===== src/rtl/bnn_threshold_pack.sv =====
// BNN output stage: per-channel threshold compare, LSB-first bit packing, output word FIFO.
// Optional BNN_THR_POLARITY_EN adds a per-channel polarity bank that flips the compare direction.
module bnn_threshold_pack #(
   parameter int unsigned WORD_W     = 32,
   parameter int unsigned N_CH       = 64,
   parameter int unsigned ACC_W      = 32,
   parameter int unsigned FIFO_DEPTH = 4,
   localparam int unsigned CH_W      = (N_CH > 1) ? $clog2(N_CH) : 1
) (
   input  logic                    i_clk,
   input  logic                    i_rst_n,
   input  logic                    i_start,
   input  logic                    i_in_valid,
   input  logic signed [ACC_W-1:0] i_in_acc,
   input  logic                    i_thr_we,
   input  logic [CH_W-1:0]         i_thr_addr,
   input  logic signed [ACC_W-1:0] i_thr_data,
`ifdef BNN_THR_POLARITY_EN
   input  logic                    i_thr_pol_data,
`endif
   output logic                    o_out_valid,
   input  logic                    i_out_ready,
   output logic [WORD_W-1:0]       o_out_word,
   output logic                    o_out_last,
   output logic                    o_overflow,
   output logic                    o_busy
);

   localparam int unsigned PW = (WORD_W > 1) ? $clog2(WORD_W) : 1;
   localparam int unsigned FW = $clog2(FIFO_DEPTH);
   localparam logic [CH_W-1:0] CH_LAST  = CH_W'(N_CH - 1);
   localparam logic [PW-1:0]   POS_LAST = PW'(WORD_W - 1);

   logic signed [ACC_W-1:0] r_thr [N_CH];
   logic [CH_W-1:0]         r_ch;
   logic [PW-1:0]           r_pos;
   logic [WORD_W-1:0]       r_pack;
   logic [WORD_W-1:0]       r_mem_word [FIFO_DEPTH];
   logic [FIFO_DEPTH-1:0]   r_mem_last;
   logic [FW:0]             r_wptr;
   logic [FW:0]             r_rptr;
   logic                    r_overflow;

   logic [CH_W-1:0]         w_ch;
   logic [PW-1:0]           w_pos;
   logic [WORD_W-1:0]       w_word;
   logic                    w_bit;
   logic                    w_done;
   logic                    w_push;
   logic                    w_wr;
   logic                    w_pop;
   logic                    w_full;
   logic                    w_empty;
   logic                    w_addr_ok;

   generate
      if (N_CH == 2 ** CH_W) begin : g_addr_full
         assign w_addr_ok = 1'b1;
      end else begin : g_addr_cmp
         assign w_addr_ok = (i_thr_addr < CH_W'(N_CH));
      end
   endgenerate

`ifdef BNN_THR_POLARITY_EN
   logic [N_CH-1:0] r_pol;

   always_ff @(posedge i_clk or negedge i_rst_n) begin
      if (!i_rst_n) begin
         r_pol <= '0;
      end else if (i_thr_we && w_addr_ok) begin
         r_pol[i_thr_addr] <= i_thr_pol_data;
      end
   end
`endif

   always_ff @(posedge i_clk or negedge i_rst_n) begin
      if (!i_rst_n) begin
         for (int i = 0; i < int'(N_CH); i++) r_thr[i] <= '0;
      end else if (i_thr_we && w_addr_ok) begin
         r_thr[i_thr_addr] <= i_thr_data;
      end
   end

   // start in the same cycle as in_valid makes the sample channel 0 of a fresh word
   always_comb begin
      w_ch   = i_start ? '0 : r_ch;
      w_pos  = i_start ? '0 : r_pos;
      w_word = i_start ? '0 : r_pack;
`ifdef BNN_THR_POLARITY_EN
      w_bit  = r_pol[w_ch] ? (i_in_acc <= r_thr[w_ch]) : (i_in_acc >= r_thr[w_ch]);
`else
      w_bit  = (i_in_acc >= r_thr[w_ch]);
`endif
      w_word[w_pos] = w_bit;
      w_done = (w_pos == POS_LAST) || (w_ch == CH_LAST);
      w_push = i_in_valid && w_done;
   end

   assign w_empty = (r_wptr == r_rptr);
   assign w_full  = (r_wptr[FW-1:0] == r_rptr[FW-1:0]) && (r_wptr[FW] != r_rptr[FW]);
   assign w_pop   = !w_empty && i_out_ready;
   assign w_wr    = w_push && (!w_full || w_pop);

   always_ff @(posedge i_clk or negedge i_rst_n) begin
      if (!i_rst_n) begin
         r_ch   <= '0;
         r_pos  <= '0;
         r_pack <= '0;
      end else if (i_in_valid) begin
         r_ch   <= (w_ch == CH_LAST) ? '0 : w_ch + 1'b1;
         r_pos  <= w_done ? '0 : w_pos + 1'b1;
         r_pack <= w_done ? '0 : w_word;
      end else if (i_start) begin
         r_ch   <= '0;
         r_pos  <= '0;
         r_pack <= '0;
      end
   end

   // a drop in the same cycle as start still flags the new vector
   always_ff @(posedge i_clk or negedge i_rst_n) begin
      if (!i_rst_n) begin
         r_overflow <= 1'b0;
      end else if (w_push && w_full && !w_pop) begin
         r_overflow <= 1'b1;
      end else if (i_start) begin
         r_overflow <= 1'b0;
      end
   end

   always_ff @(posedge i_clk or negedge i_rst_n) begin
      if (!i_rst_n) begin
         for (int i = 0; i < int'(FIFO_DEPTH); i++) r_mem_word[i] <= '0;
         r_mem_last <= '0;
         r_wptr     <= '0;
         r_rptr     <= '0;
      end else begin
         if (w_wr) begin
            r_mem_word[r_wptr[FW-1:0]] <= w_word;
            r_mem_last[r_wptr[FW-1:0]] <= (w_ch == CH_LAST);
            r_wptr                     <= r_wptr + 1'b1;
         end
         if (w_pop) begin
            r_rptr <= r_rptr + 1'b1;
         end
      end
   end

   assign o_out_valid = !w_empty;
   assign o_out_word  = r_mem_word[r_rptr[FW-1:0]];
   assign o_out_last  = r_mem_last[r_rptr[FW-1:0]];
   assign o_overflow  = r_overflow;
   assign o_busy      = (r_pos != '0) || !w_empty;

endmodule


===== config.mk =====
export PLATFORM = sky130hd
export DESIGN_NAME = bnn_threshold_pack
export DESIGN_NICKNAME = d
export VERILOG_FILES = /design/src/rtl/bnn_threshold_pack.sv
export SDC_FILE = /design/constraint.sdc
export NUM_CORES = 2
export LEC_CHECK = 0
export ABC_CLOCK_PERIOD_IN_PS = 5300
export CAP_MARGIN = 20
export CELL_PAD_IN_SITES_DETAIL_PLACEMENT = 2
export CELL_PAD_IN_SITES_GLOBAL_PLACEMENT = 2
export CORE_ASPECT_RATIO = 0.6
export CORE_MARGIN = 5
export CORE_UTILIZATION = 46
export DETAILED_ROUTE_END_ITERATION = 10
export PLACE_DENSITY_LB_ADDON = 0.1
export SYNTH_ARGS = -nofsm -noshare
export SYNTH_HDL_FRONTEND = slang
export SYNTH_SLANG_ARGS = --single-unit
export TNS_END_PERCENT = 20

===== constraint.sdc =====
create_clock -name i_clk -period 5.3 [get_ports i_clk]
set_input_delay 1.06 -clock i_clk [delete_from_list [all_inputs] [get_ports i_clk]]
set_output_delay 1.06 -clock i_clk [all_outputs]
set_load 0.02 [all_outputs]

==> flow_summary.ini <==
[status]
outcome = complete, but fails checks
violations = setup timing

[logic_synthesis]
synthAdderAreaFrac = 0.00522
synth_mux_area_frac = 0.313
yosys.area_share.simple = 0.0260
synthArstFlopShare = 1.00
yosysWarnings = 0
synth_edf_count = 0
synth_top_family_by_area = multiplexers
synth.net_count = 7450
synth.cell_area_um2 = 103000
synth-seq-cells = 2230
synth_top_cell_by_area = dfrtp_1
yosys.cell_types.count = 62
synth_xor_area_frac = 0.000850
yosys_most_used_dff = dfrtp_1
synth_cells = 7331
synth_top_area_frac = 0.541
synth_compound_area_frac = 0.0763
ys_seq_area_frac = 0.541
synth_commonest_cells = dfrtp_1 (2230), mux2_2 (2019), clkbuf_1 (373), mux4_2 (322), buf_2 (248)
synth_area_leaders = dfrtp_1 (54%), mux2_2 (22%), mux4_2 (7.0%), mux2i_1 (2.2%), o22ai_1 (1.4%)
avgSynthCellArea_um2 = 14.1
synth.most_common_cell = dfrtp_1

[sta]
worst_pin_slew_ns = 0.984
max_freq_mhz = 188
fin_ws_ns = -0.00923
hold_slack_ns = 0.162
post-route-period-util = 1.00
skew_ns = 0.0553
slew_viol_final = 0
layout_min_cycle_time_ns = 5.31
final_hold_viol_count = 0
rsz0062_at_grt = true
slew_headroom = 0.344
setup_viol = 2

[routing]
wl_per_cell_um = 34.0
drt-initial-drc-count = 5350
antenna_left = 0
vias_per_cell = 6.39
via_count = 67404
drc = 0
drt_wl_total_mm = 358
first_pass_iters = 7

[floorplanning]
boundaryPins = 112
die_y_um = 377
start_util = 0.463
fp.dieArea_um2 = 234000
coreArea_um2 = 223000
chipWidth_um = 621
rows = 134

[layout]
drive_gt1_frac = 0.443
fin_cells = 10547
stdcell_area_um2 = 117000
area_delta_synth_final_pct = 13.9
layout.nets = 7497

[worst_setup_path]
r2r_end = r_pack[12]
start_kind = flop
endpoint_kind = flop
reg2reg_from = r_ch[1]
cpLargestDelayFamily = compound AO/OA/AOI/OAI gates
cpMaxStageDelayCell = dfrtp_4
ff2ff_setup_slack_ns = -0.009
path_buf_inv = 4
cp_max_fo = 27
crit_required_ns = 6.05
worstSetupPathType = flop to flop
cp-startpoint = r_ch[1]
r2r_cells = 16
cp_cell_sequence = buf_4 > nor2_4 > nor2_4 > buf_12 > buf_4 > o22ai_1 > or3_1 > o211ai_1 > o221ai_1 > ha_1 > nand4_1 > a21oi_2 > o21ba_2 > buf_12 > o41ai_2 > o21ai_0
arrival_ns = 6.06
slowest_delay_ns = 0.64

[cts]
numCtsBuffers = 221
cts_root_buf = clkbuf_16
clk_path_buf_depth = 4
cts_setup_buffers = 0
clock_latency_ns = 0.90
clock-sinks = 2230
path_clk_slew_ns = 0.07
cts_tree = yes
htree_levels = 4

[global_route]
grt_pass1_wl_mm = 535
grt_pass1_vias = 75204
antenna_found_initial = 32
grtUsageTotal = 0.304
grt_overflow = 0
grt_max_degree = 156

[placement]
dp_cells = 10143
place_hpwl_mm = 223
gp_congestion = 0.809
portBuffers = 111
dpl-instance-area_um2 = 110000

[power]
total_leakage_power_nw = 52.5
p_per_area_nw_per_um2 = 369
power.total_mw = 43.3
irDropWorstVdd_mv = 0.263

[worst_hold_path]
min_path_type = input pin to asynchronous set/reset pin

[run]
max_cap_violations = 0
through the flow:
stage	setup slack, ns	utilization	setup TNS (ns)
2_1_floorplan	0.960	-	0
3_3_place_gp	-0.358	0.494	-46.35
3_5_place_dp	-0.471	0.494	-62.38
4_1_cts	-0.000858	0.526	-0.000858
5_1_grt	-0.0640	0.527	-0.557
6_report	-0.00923	0.527	-0.0104
what timing repair did:
| item | CTS | global route |
|---|---|---|
| pin swaps | 0 | 0 |
| gates resized for setup | 4 | 12 |
| setup endpoints to repair | 79 | 70 |
| hold buffers | 0 | 0 |
| cloned | 1 | 0 |
per-layer routing:
metal / part of all wire / GRT usage
met5: 0 / 0
met2: 0.45 / 0.473
met3: 0.046 / 0.0400
met4: 0.024 / 0.0723
met1: 0.48 / 0.454
layout make-up:
type                       instances  area, um^2
clock inverter                    63         709
clock buffer                     321        6520
tap                             2992        3740
inverter                         107         409
fill                           20029      105000
sequential                      2230       55800
multi-input combinational       4227       44100
timing repair buffer             591        6090
antenna                           16        40.0
logic make-up (layout without fill, tap and decap cells):
family	Yosys count	count (layout)
flops	2230	2230
compound gates	1066	1066
simple gates	539	540
mux	2568	2568
buf+inv	875	1082
xor+xnor	10	10
fa+ha+maj	43	43
other cells	0	16
worst max-delay path by stage:
stage / cells after the start / slack (ns) / end
after global placement: 16 / -0.36 / r_pack[7]
after floorplan: 17 / 0.96 / r_mem_word[123]
final: 16 / -0.009 / r_pack[12]
after global routing: 17 / -0.06 / r_mem_word[10]
after detailed placement: 20 / -0.47 / r_pack[27]
after CTS: 19 / -0.0009 / r_pack[1]
sequential cells by signal, summed over array words and instances (netlist names):
name,cells
r_mem_last,4
o_overflow,1
r_wptr,3
r_pack,32
r_pos,5
r_ch,6
r_thr,2048
r_rptr,3
r_mem_word,128
layout by cell type (no fill, tap or decap), drive strengths merged, types with 6 or more instances in the layout:
cell | Yosys | layout
a211oi | 32 | 32
a21oi | 44 | 44
a221o | 64 | 64
a221oi | 64 | 64
a22oi | 63 | 63
a31oi | 125 | 125
and2 | 23 | 23
buf | 395 | 515
bufinv | 0 | 15
clkbuf | 373 | 321
clkdlybuf4s50 | 0 | 76
clkinv | 0 | 42
dfrtp | 2230 | 2230
diode | 0 | 16
ha | 43 | 43
inv | 107 | 110
mux2 | 2019 | 2019
mux2i | 227 | 227
mux4 | 322 | 322
nand2 | 87 | 87
nand2b | 74 | 74
nand3 | 12 | 12
nand3b | 6 | 6
nand4 | 12 | 12
nor2 | 195 | 195
nor2b | 44 | 45
nor3 | 11 | 11
o211ai | 98 | 98
o21ai | 142 | 142
o221ai | 63 | 63
o22ai | 225 | 225
o311ai | 63 | 63
o32a | 31 | 31
o41ai | 31 | 31
or3 | 61 | 61
xnor2 | 8 | 8
where the power goes:
group	internal, mW	leakage, nW	switching (mW)
registers	19.1	29.6	1.22
clock network	9.20	3.60	7.04
logic	3.31	19.3	3.43
No activity file was read; power rests on OpenSTA's default activity.
